### config.mk
export PLATFORM = sky130hd
export DESIGN_NAME = seven_seg_scan_driver
export DESIGN_NICKNAME = d
export VERILOG_FILES = /design/src/rtl/seven_seg_scan_driver.sv
export SDC_FILE = /design/constraint.sdc
export NUM_CORES = 1
export LEC_CHECK = 0
export CAP_MARGIN = 15
export CORE_MARGIN = 3
export CORE_UTILIZATION = 45
export CTS_BUF_LIST = sky130_fd_sc_hd__clkbuf_8 sky130_fd_sc_hd__clkbuf_16
export CTS_CLUSTER_SIZE = 25
export DETAILED_ROUTE_END_ITERATION = 12
export PLACE_DENSITY = 0.65
export SLEW_MARGIN = 20
export SYNTH_ARGS = -nofsm -noshare
export SYNTH_HDL_FRONTEND = slang
export SYNTH_SLANG_ARGS = --single-unit
### constraint.sdc
create_clock -name in_clk -period 7.24 [get_ports in_clk]
set_input_delay 1.448 -clock in_clk [delete_from_list [all_inputs] [get_ports in_clk]]
set_output_delay 1.448 -clock in_clk [all_outputs]
set_load 0.02 [all_outputs]
### src/rtl/seven_seg_scan_driver.sv
// Four-digit multiplexed seven-segment driver with a blank guard cycle between digits
// and frame-synchronous double buffering of the displayed data.
module seven_seg_scan_driver #(
    parameter int CLK_DIV = 100000
) (
    input  logic        in_clk,
    input  logic        rst,
    input  logic        load,
    input  logic [15:0] value,
    input  logic [3:0]  dp,
    input  logic [3:0]  blank,
    output logic [7:0]  Seven_Seg,
    output logic [3:0]  digit,
    output logic        frame_done
);

    localparam int PW = (CLK_DIV > 2) ? $clog2(CLK_DIV) : 1;
    localparam logic [PW-1:0] PRESC_LAST = PW'(CLK_DIV - 1);

    logic [PW-1:0] presc_reg;
    logic [1:0]    idx_reg;
    logic          guard_reg;
    logic          pending_reg;
    logic [15:0]   shadow_value_reg, disp_value_reg, disp_value_next;
    logic [3:0]    shadow_dp_reg, disp_dp_reg, disp_dp_next;
    logic [3:0]    shadow_blank_reg, disp_blank_reg, disp_blank_next;
    logic [7:0]    seg_reg;

    logic          tick;
    logic          frame_end;
    logic [1:0]    idx_next;
    logic [7:0]    seg_pat [4];
    logic [3:0]    digit_sel [4];

    function automatic logic [6:0] hex_to_seg(input logic [3:0] h);
        logic [6:0] s;
        case (h)
            4'h0: s = 7'h40;
            4'h1: s = 7'h79;
            4'h2: s = 7'h24;
            4'h3: s = 7'h30;
            4'h4: s = 7'h19;
            4'h5: s = 7'h12;
            4'h6: s = 7'h02;
            4'h7: s = 7'h78;
            4'h8: s = 7'h00;
            4'h9: s = 7'h10;
            4'hA: s = 7'h08;
            4'hB: s = 7'h03;
            4'hC: s = 7'h46;
            4'hD: s = 7'h21;
            4'hE: s = 7'h06;
            default: s = 7'h0E;
        endcase
        return s;
    endfunction

    assign tick      = (presc_reg == PRESC_LAST);
    assign frame_end = tick && (idx_reg == 2'd3);
    assign idx_next  = idx_reg + 2'd1;

    // Display data only ever changes on the frame-end tick, so a frame is never torn.
    always_comb begin
        disp_value_next = disp_value_reg;
        disp_dp_next    = disp_dp_reg;
        disp_blank_next = disp_blank_reg;
        if (frame_end) begin
            if (load) begin
                disp_value_next = value;
                disp_dp_next    = dp;
                disp_blank_next = blank;
            end else if (pending_reg) begin
                disp_value_next = shadow_value_reg;
                disp_dp_next    = shadow_dp_reg;
                disp_blank_next = shadow_blank_reg;
            end
        end
    end

    // Segment patterns are built from the data that will be live after this edge,
    // so the first digit of a new frame already shows the new data.
    for (genvar gi = 0; gi < 4; gi++) begin : g_digit
        assign seg_pat[gi]   = disp_blank_next[gi] ? 8'hFF
                             : {~disp_dp_next[gi], hex_to_seg(disp_value_next[4*gi +: 4])};
        assign digit_sel[gi] = ~(4'b0001 << gi);
    end

    always_ff @(posedge in_clk or negedge rst) begin
        if (!rst) begin
            presc_reg        <= '0;
            idx_reg          <= '0;
            guard_reg        <= 1'b0;
            pending_reg      <= 1'b0;
            shadow_value_reg <= '0;
            shadow_dp_reg    <= '0;
            shadow_blank_reg <= '0;
            disp_value_reg   <= '0;
            disp_dp_reg      <= '0;
            disp_blank_reg   <= '0;
            seg_reg          <= 8'hC0;
        end else begin
            presc_reg      <= tick ? '0 : presc_reg + 1'b1;
            guard_reg      <= tick;
            disp_value_reg <= disp_value_next;
            disp_dp_reg    <= disp_dp_next;
            disp_blank_reg <= disp_blank_next;
            if (tick) begin
                idx_reg <= idx_next;
                // Segments switch on the edge that starts the all-dark guard cycle.
                seg_reg <= seg_pat[idx_next];
            end
            if (load) begin
                shadow_value_reg <= value;
                shadow_dp_reg    <= dp;
                shadow_blank_reg <= blank;
                pending_reg      <= !frame_end;
            end else if (frame_end) begin
                pending_reg <= 1'b0;
            end
        end
    end

    assign Seven_Seg  = seg_reg;
    assign digit      = guard_reg ? 4'b1111 : digit_sel[idx_reg];
    assign frame_done = frame_end;

endmodule

==> results of run 1 <==
cells in the mapped netlist (all sizes together) (2+ instances only):
master / number
a211o: 2
a21o: 13
a21oi: 10
a221oi: 8
a311oi: 3
a31oi: 8
a32oi: 3
and2: 4
and3: 5
and4bb: 2
buf: 16
clkbuf: 3
dfrtp: 75
dfstp: 2
ha: 33
inv: 36
mux2: 15
mux2i: 34
nand2: 37
nand2b: 7
nand3: 14
nand4: 3
nor2: 22
nor3: 9
o21ai: 12
o221ai: 15
o22a: 4
or2: 2
or3: 5
xnor2: 11
xor2: 7
worst max-delay path by stage:
| stage | start | depth (start not counted) | slack [ns] | to |
|---|---|---|---|---|
| 2_1_floorplan | load | 11 | 3.43 | Seven_Seg[0] |
| 3_3_place_gp | load | 10 | 2.84 | Seven_Seg[0] |
| 3_5_place_dp | load | 10 | 2.73 | Seven_Seg[0] |
| 4_1_cts | presc_reg[0] | 5 | 3.09 | frame_done |
| 5_1_grt | load | 8 | 2.84 | Seven_Seg[0] |
| 6_report | load | 8 | 3.08 | Seven_Seg[0] |
logic make-up (layout without fill, tap and decap cells):
family | Yosys count | count (layout) | synth area share
AND/OR/NAND/NOR | 116 | 116 | 0.138
AO/OA/AOI/OAI | 87 | 87 | 0.143
flip-flops | 77 | 77 | 0.425
buffers and inverters | 56 | 93 | 0.0552
multiplexers | 49 | 49 | 0.112
adder cells (fa/ha/maj) | 33 | 33 | 0.0911
XOR/XNOR | 18 | 18 | 0.0348
power breakdown:
group / total [µW] / switching [µW] / leakage (µW) / internal (µW)
Sequential: 448 / 3.66 / 0.000958 / 444
Combinational: 68.5 / 36.3 / 0.00141 / 32.2
Clock: 385 / 184 / 0.000113 / 200
Total: 901 / 224 / 0.00248 / 677
metrics by stage:
step | setup slack, ns | std cells | utilization | hold slack (ns) | total power, µW
2_1_floorplan | 3.43 | 436 | - | 0.441 | 490
6_report | 3.08 | 606 | 0.535 | 0.485 | 901
3_5_place_dp | 2.73 | 589 | 0.509 | 0.466 | 524
3_3_place_gp | 2.84 | 589 | 0.509 | 0.464 | 522
5_1_grt | 2.84 | 606 | 0.535 | 0.515 | 936
4_1_cts | 3.09 | 605 | 0.532 | 0.488 | 905
tightest hold or removal path, delay by kind of cell, from the launching register on:
family   cells  cell delay, ns
flops        1            0.33
buf+inv      1            0.07
mux          1            0.06
metal layers:
metal | GRT usage | wire, µm | up-vias
met5 | 0 | 0 | -
li1 | - | - | 1615
met3 | 0.0273 | 475 | 22
met2 | 0.311 | 4800 | 92
met4 | 0.0842 | 293 | 0
met1 | 0.263 | 4870 | 1613
final cells by class:
class,instances,area (µm²),share of cell area
inverters,37,140,0.0268
multi-input cells,303,2350,0.450
clock inverters,7,105,0.0201
well taps,133,166,0.0318
repair buffers,40,410,0.0785
clock buffers,9,124,0.0237
flip-flops and latches,77,1930,0.369
==> impl_metrics.toml, run 1 <==
[status]
status = "complete, no violations"

[timing]
hold_violations = 0
fmax_mhz = 240
period_minus_slack_ns = 4.16
min_period_over_period = 0.574
drv_slew = 0
timing.setup.tns_ns = 0
worst_slew_pin_slew_ns = 0.873
finalSetupViolCount = 0
fin_worst_skew_ns = 0.0179
rsz0062_at_grt = "no"
slew_headroom = 0.401

[final_layout]
layout_common_cells = "75 x dfrtp_1, 37 x clkdlybuf4s50_1, 36 x nand2_1, 34 x mux2i_1"
largest_register_ff_count = 17
layout-drive-gt1-share = 0.0994
finalInstanceArea_mm2 = 0.00523
area_delta_synth_final_pct = 15.3
num_antenna_cells = 0
nFillCells = 888
layout_commonest_cell = "dfrtp_1"
nets = 528

[placement]
dp_hpwl_um = 7380
place_area_mm2 = 0.00497
place_congestion = 0.884
port_buffers = 39

[critical_path]
cp_slowest_stage_delay_ns = 0.79
crit_chain = "buf_2 > o21ai_1 > nor2_8 > mux2i_1 > nand2_1 > o221ai_1 > a221oi_1 > a211o_1"
arrival_ns = 4.39
rrSetupSlack_ns = 3.52
crit_family = "compound AO/OA/AOI/OAI gates"
crit_required_ns = 7.47
worst-r2r-cell-count = 10
crit_fanout = 39
start_kind = "primary input"
critPathSlowestCell = "mux2i_1"
r2r-end = "Seven_Seg[2]"
critPathKind = "in -> reg"
crit_buf_inv = 1
crit_path_end_kind = "flip-flop"
r2r_start = "presc_reg[0]"

[routing]
routedWlPerCell_um = 17.2
ant_nets = 0
vias = 3342
routed_wl_um = 10400
drt_iter0_drc = 178
vias_per_cell = 5.51
drc = 0
first_pass_iters = 5

[die]
initial_core_util = 0.464
core_mm2 = 0.00977
ios = 40
dieArea_mm2 = 0.0113
die_y_um = 106
fp.dieW_um = 106
rows = 36

[yosys]
synth_area_leaders = "dfrtp_1 41%, ha_1 9.1%, mux2i_1 7.5%"
synth_nets = 496
yosys_register_bits = 77
ys_seq_area_frac = 0.425
synth_top_cell_by_area = "dfrtp_1"
yosys_warnings = 0
synth_edf_count = 0
synth_cells = 436
synthDistinctLibCells = 59
synth_top_cell_area_share = 0.414
synthFlopType = "dfrtp_1"
synth_area_mm2 = 0.00453
synthArstFlopShare = 1.00
syn_avg_cell_area_um2 = 10.4

[clock_tree]
h-tree-depth = 3
cts-root-buf = "clkbuf_8"
numCtsBuffers = 9
cts.path.max_buffers = 2
cts_tree = "built"
cts_resized = 0
post-cts-setup-buffers = 0
clk_latency_ns = 0.36
clk_pin_slew_ns = 0.09
cts_hold_buf = 0
cts_sinks = 77

[grt]
grt_max_degree = 78
antenna_found_initial = 0
grt_pass1_wl_um = 17300
gr-total-overflow = 0
grt_pass1_vias = 3424
grtUsageTotal = 0.194

[pwr]
p_leak_uw = 0.00248
peakVddDrop_mv = 0.113
cellPowerDensity_mw_per_mm2 = 172

[worst_hold_path]
hold_class = "reg -> reg"
hold_path_depth = 2
min_from = "shadow_blank_reg[1]"
whs_endpoint = "shadow_blank_reg[1]"

[flow_run]
drv_cap = 0
(Power assumes the default switching activity.)
==> run 2, diff against run 1 <==
--- a/config.mk
+++ b/config.mk
@@ -11,7 +11,7 @@
 export CTS_BUF_LIST = sky130_fd_sc_hd__clkbuf_8 sky130_fd_sc_hd__clkbuf_16
 export CTS_CLUSTER_SIZE = 25
 export DETAILED_ROUTE_END_ITERATION = 12
-export PLACE_DENSITY = 0.65
+export PLACE_DENSITY = 0.67
 export SLEW_MARGIN = 20
 export SYNTH_ARGS = -nofsm -noshare
 export SYNTH_HDL_FRONTEND = slang
==> constraint.sdc (replaced) <==
create_clock -name in_clk -period 3.4 [get_ports in_clk]
set_input_delay 0.68 -clock in_clk [delete_from_list [all_inputs] [get_ports in_clk]]
set_output_delay 0.68 -clock in_clk [all_outputs]
set_load 0.02 [all_outputs]
==> run 2 against run 1 <==
Clock skew shrank 0.012 ns. Sequential power up 110%. Via count up 2.5%. Register-to-register slack lost 3.3 ns. Flip-flop and latch count unchanged. First-iteration DRC count increased by 9.6%. Utilization rose by 1.6 points. Critical path type is now reg -> reg. Largest cell class unchanged.
==> impl_metrics.toml, run 2 (synthesized netlist as in run 1, its figures left out) <==
[routing]
first_pass_iters = 4
drc = 0
drt_iter0_drc = 195
routedWlPerCell_um = 17.5
ant_nets = 0
vias_per_cell = 5.47
routed_wl_um = 11000
vias = 3425

[critical_path]
cp_slowest_stage_delay_ns = 0.41
crit_chain = "ha_1 > and4_1 > nand4_4 > buf_12 > nor2_8 > a21o_1 > inv_1 > ha_1 > or3_1 > o221ai_1 > a221oi_1 > a211o_1"
cp_common_cell = "ha_1"
path_depth = 12
crit_required_ns = 3.64
critPathSlowestCell = "dfrtp_1"
crit_path_end_kind = "flip-flop"
crit_family = "simple AND/OR/NAND/NOR gates"
crit_buf_inv = 2
critPathKind = "reg -> reg"
worst-r2r-cell-count = 12
arrival_ns = 3.45
crit_fanout = 15
start_kind = "flip-flop"

[status]
status = "complete, no violations"

[worst_hold_path]
hold_class = "in -> async"

[clock_tree]
cts_tree = "built"
numCtsBuffers = 9
h-tree-depth = 3
cts.path.max_buffers = 2
cts-root-buf = "clkbuf_8"
clk_pin_slew_ns = 0.08
clk_latency_ns = 0.35
cts_sinks = 77

[timing]
period_minus_slack_ns = 3.21
drv_slew = 0
worst_slew_pin_slew_ns = 0.968
hold_violations = 0
min_period_over_period = 0.944
holdWs_ns = 0.475
finalSetupViolCount = 0
fin_ws_ns = 0.191
fmax_mhz = 312
fin_worst_skew_ns = 0.00597
slew_headroom = 0.355

[grt]
grtUsageTotal = 0.205
grt_pass1_vias = 3405
gr-total-overflow = 0
use_met3 = 0.0267
top_usage_layer = "met2"
grt_pass1_wl_um = 18100
gr-usage-met2 = 0.313
use_met1 = 0.300
grt_max_degree = 78
antenna_found_initial = 0

[final_layout]
largest_register_ff_count = 17
area_delta_synth_final_pct = 18.8
layout_commonest_cell = "dfrtp_1"
layout-drive-gt1-share = 0.138
nets = 548
finalInstanceArea_mm2 = 0.00539
finalNonFillerCells = 626
final_util = 0.551
num_antenna_cells = 0
layout_common_cells = "75 x dfrtp_1, 36 x nand2_1, 36 x clkdlybuf4s50_1, 34 x mux2i_1"

[die]
rows = 36
dieArea_mm2 = 0.0113
fp.dieW_um = 106
ios = 40
initial_core_util = 0.464
die_y_um = 106
core_mm2 = 0.00977

[placement]
place_area_mm2 = 0.00512
dp_hpwl_um = 8210
pre_cts_ws_ns = -0.0775
port_buffers = 39
place_congestion = 0.928
dp_cells = 608

[pwr]
p_leak_uw = 0.00258
peakVddDrop_mv = 0.252
cellPowerDensity_mw_per_mm2 = 354

[flow_run]
drv_cap = 0
run 2: metal layers:
layer  wire [µm]  vias to the layer above
li1            -                     1657
met1        5360                     1665
met2        5020                       91
met3         425                       12
met4         171                        0
met5           0                        -
run 2: final timing paths:
path,slack (ns),start,endpoint
max,0.19,presc_reg[0],Seven_Seg[0]
min,0.48,rst,shadow_value_reg[12]
max reg2reg,0.19,presc_reg[0],Seven_Seg[0]
min reg2reg,0.48,shadow_blank_reg[1],shadow_blank_reg[1]
max in group asynchronous,2.30,rst,disp_value_reg[2]
min in group in_clk,0.48,shadow_blank_reg[1],shadow_blank_reg[1]
run 2: where the power goes:
group	internal, µW	switching (µW)
sequential	946	8.55
clock	455	347
combinational	69.5	81.7
run 2: worst register-to-register path: stages, from the launching register on:
cell and delay (ns):
dfrtp_1 0.41, ha_1 0.22, and4_1 0.32, nand4_4 0.20
buf_12 0.20, nor2_8 0.25, a21o_1 0.26, inv_1 0.15
ha_1 0.23, or3_1 0.37, o221ai_1 0.07, a221oi_1 0.13
a211o_1 0.29
run 2: final cells by class:
type	count	area, µm²
Fill cell	863	4390
Multi-Input combinational cell	303	2360
Clock inverter	5	81.3
Tap cell	133	166
Sequential cell	77	1930
Clock buffer	11	151
Inverter	37	144
Timing Repair Buffer	60	552
run 2: timing repair:
action                     CTS  global route
pin swaps                    0             1
resized for setup            2             3
setup endpoints to repair    2             7
hold buffers                 0             0
setup buffers                0             2
run 2: per-stage QoR:
step | total power, µW | TNS, ns
final | 1910 | 0
after detailed placement | 1120 | -0.0775
after global routing | 1980 | -0.00442
after floorplan | 1040 | 0
after CTS | 1920 | -0.0301
after global placement | 1120 | 0
==> run 3, diff against run 2 <==
--- a/config.mk
+++ b/config.mk
@@ -8,10 +8,11 @@
 export CAP_MARGIN = 15
 export CORE_MARGIN = 3
 export CORE_UTILIZATION = 45
-export CTS_BUF_LIST = sky130_fd_sc_hd__clkbuf_8 sky130_fd_sc_hd__clkbuf_16
+export CTS_BUF_LIST = sky130_fd_sc_hd__clkbuf_8
 export CTS_CLUSTER_SIZE = 25
 export DETAILED_ROUTE_END_ITERATION = 12
 export PLACE_DENSITY = 0.67
+export SKIP_CTS_REPAIR_TIMING = 1
 export SLEW_MARGIN = 20
 export SYNTH_ARGS = -nofsm -noshare
 export SYNTH_HDL_FRONTEND = slang
==> run 3 against run 2 <==
Total power fell by 0.15%. Sequential power hardly changed. Combinational power about the same. Global-route usage is the same. Largest cell class unchanged. Highest routed layer unchanged.
==> impl_metrics.toml, run 3 (synthesized netlist as in run 1, its figures left out) <==
[routing]
first_pass_iters = 4
routedWlPerCell_um = 17.6
drc = 0
ant_nets = 0
drt_iter0_drc = 196
vias_per_cell = 5.49
routed_wl_um = 11000
vias = 3435

[timing]
finalSetupViolCount = 0
fin_ws_ns = 0.180
drv_slew = 0
slew_headroom = 0.358
fin_worst_skew_ns = 0.00648
rsz0062_at_grt = "no"
worst_slew_pin_slew_ns = 0.963
fmax_mhz = 311
min_period_over_period = 0.947
hold_violations = 0
period_minus_slack_ns = 3.22
timing.setup.tns_ns = 0

[grt]
grtUsageTotal = 0.205
grt_pass1_wl_um = 18100
grt_pass1_vias = 3405
grt_max_degree = 78
gr-total-overflow = 0
antenna_found_initial = 0

[die]
fp.dieW_um = 106
rows = 36
die_y_um = 106
ios = 40
core_mm2 = 0.00977
dieArea_mm2 = 0.0113
initial_core_util = 0.464

[pwr]
peakVddDrop_mv = 0.250
p_leak_uw = 0.00259
cellPowerDensity_mw_per_mm2 = 354

[final_layout]
finalNonFillerCells = 626
nFillCells = 867
layout-drive-gt1-share = 0.140
finalInstanceArea_mm2 = 0.00538
layout_commonest_cell = "dfrtp_1"
final_util = 0.550
seq_area_mm2 = 0.00193
layout_common_cells = "75 x dfrtp_1, 36 x nand2_1, 36 x clkdlybuf4s50_1, 34 x mux2i_1"
nets = 548
num_antenna_cells = 0
largest_register_ff_count = 17
area_delta_synth_final_pct = 18.5
multi_input_area_mm2 = 0.00236

[flow_run]
drv_cap = 0

[clock_tree]
cts_tree = "built"
cts_sinks = 77
clk_latency_ns = 0.35
numCtsBuffers = 9
cts-root-buf = "clkbuf_8"
cts.path.max_buffers = 2
clk_pin_slew_ns = 0.08
h-tree-depth = 3

[critical_path]
start_kind = "flip-flop"
crit_fanout = 15
cp_common_cell = "ha_1"
critPathSlowestCell = "dfrtp_1"
arrival_ns = 3.46
crit_buf_inv = 2
crit_chain = "ha_1 > and4_2 > nand4_4 > buf_4 > nor2_8 > a21o_1 > inv_1 > ha_1 > or3_1 > o221ai_1 > a221oi_1 > a211o_1"
critPathKind = "reg -> reg"
crit_path_end_kind = "flip-flop"
crit_required_ns = 3.64
crit_family = "simple AND/OR/NAND/NOR gates"
cp_slowest_stage_delay_ns = 0.41

[worst_hold_path]
hold_class = "in -> async"

[placement]
dp_hpwl_um = 8210
place_area_mm2 = 0.00512
port_buffers = 39
dp_cells = 608
pre_cts_ws_ns = -0.0775
place_congestion = 0.928

[status]
status = "complete, no violations"
[run 3: cell count changes in the layout (fill, tap and decap cells not counted)]
cell	delta
buf_12	-1
and4_1	-1
dlymetal6s2s_1	+1
and4_2	+1
dlygate4sd2_1	-1
inv_6	-1
inv_4	+1
buf_4	+1
[run 3: cell type report]
cell class,instances,area share
Multi-Input combinational cell,303,0.439
Sequential cell,77,0.359
Timing Repair Buffer,60,0.101
Tap cell,133,0.0310
Clock buffer,11,0.0282
Inverter,37,0.0263
Clock inverter,5,0.0151
[run 3: per-layer routing]
| layer | global-route usage | part of all wire |
|---|---|---|
| met3 | 0.0267 | 0.040 |
| met4 | 0.0694 | 0.014 |
| met1 | 0.300 | 0.48 |
| met5 | 0 | 0 |
| met2 | 0.313 | 0.46 |
[run 3: per-stage QoR]
stage	total power, µW	hold slack [ns]
after floorplan	1040	0.384
after global placement	1120	0.458
after detailed placement	1120	0.467
after CTS	1920	0.485
after global routing	1980	0.513
final	1900	0.468
[run 3: power breakdown]
part | internal [µW] | switching (µW) | leakage [µW]
clock network | 455 | 344 | 0.000116
registers | 946 | 8.59 | 0.000958
logic | 69.6 | 81.8 | 0.00152
total | 1470 | 434 | 0.00259
[run 3: worst paths after layout]
path | startpoint | end | slack [ns] | depth (start not counted)
worst max-delay path | presc_reg[0] | Seven_Seg[0] | 0.18 | 12
worst min-delay path | rst | shadow_value_reg[12] | 0.47 | 1
worst max register to register | presc_reg[0] | Seven_Seg[0] | 0.18 | 12
worst min register to register | disp_dp_reg[1] | disp_dp_reg[1] | 0.48 | 2
max in group asynchronous | rst | shadow_blank_reg[0] | 2.30 | 1
min in group in_clk | disp_dp_reg[1] | disp_dp_reg[1] | 0.48 | 2
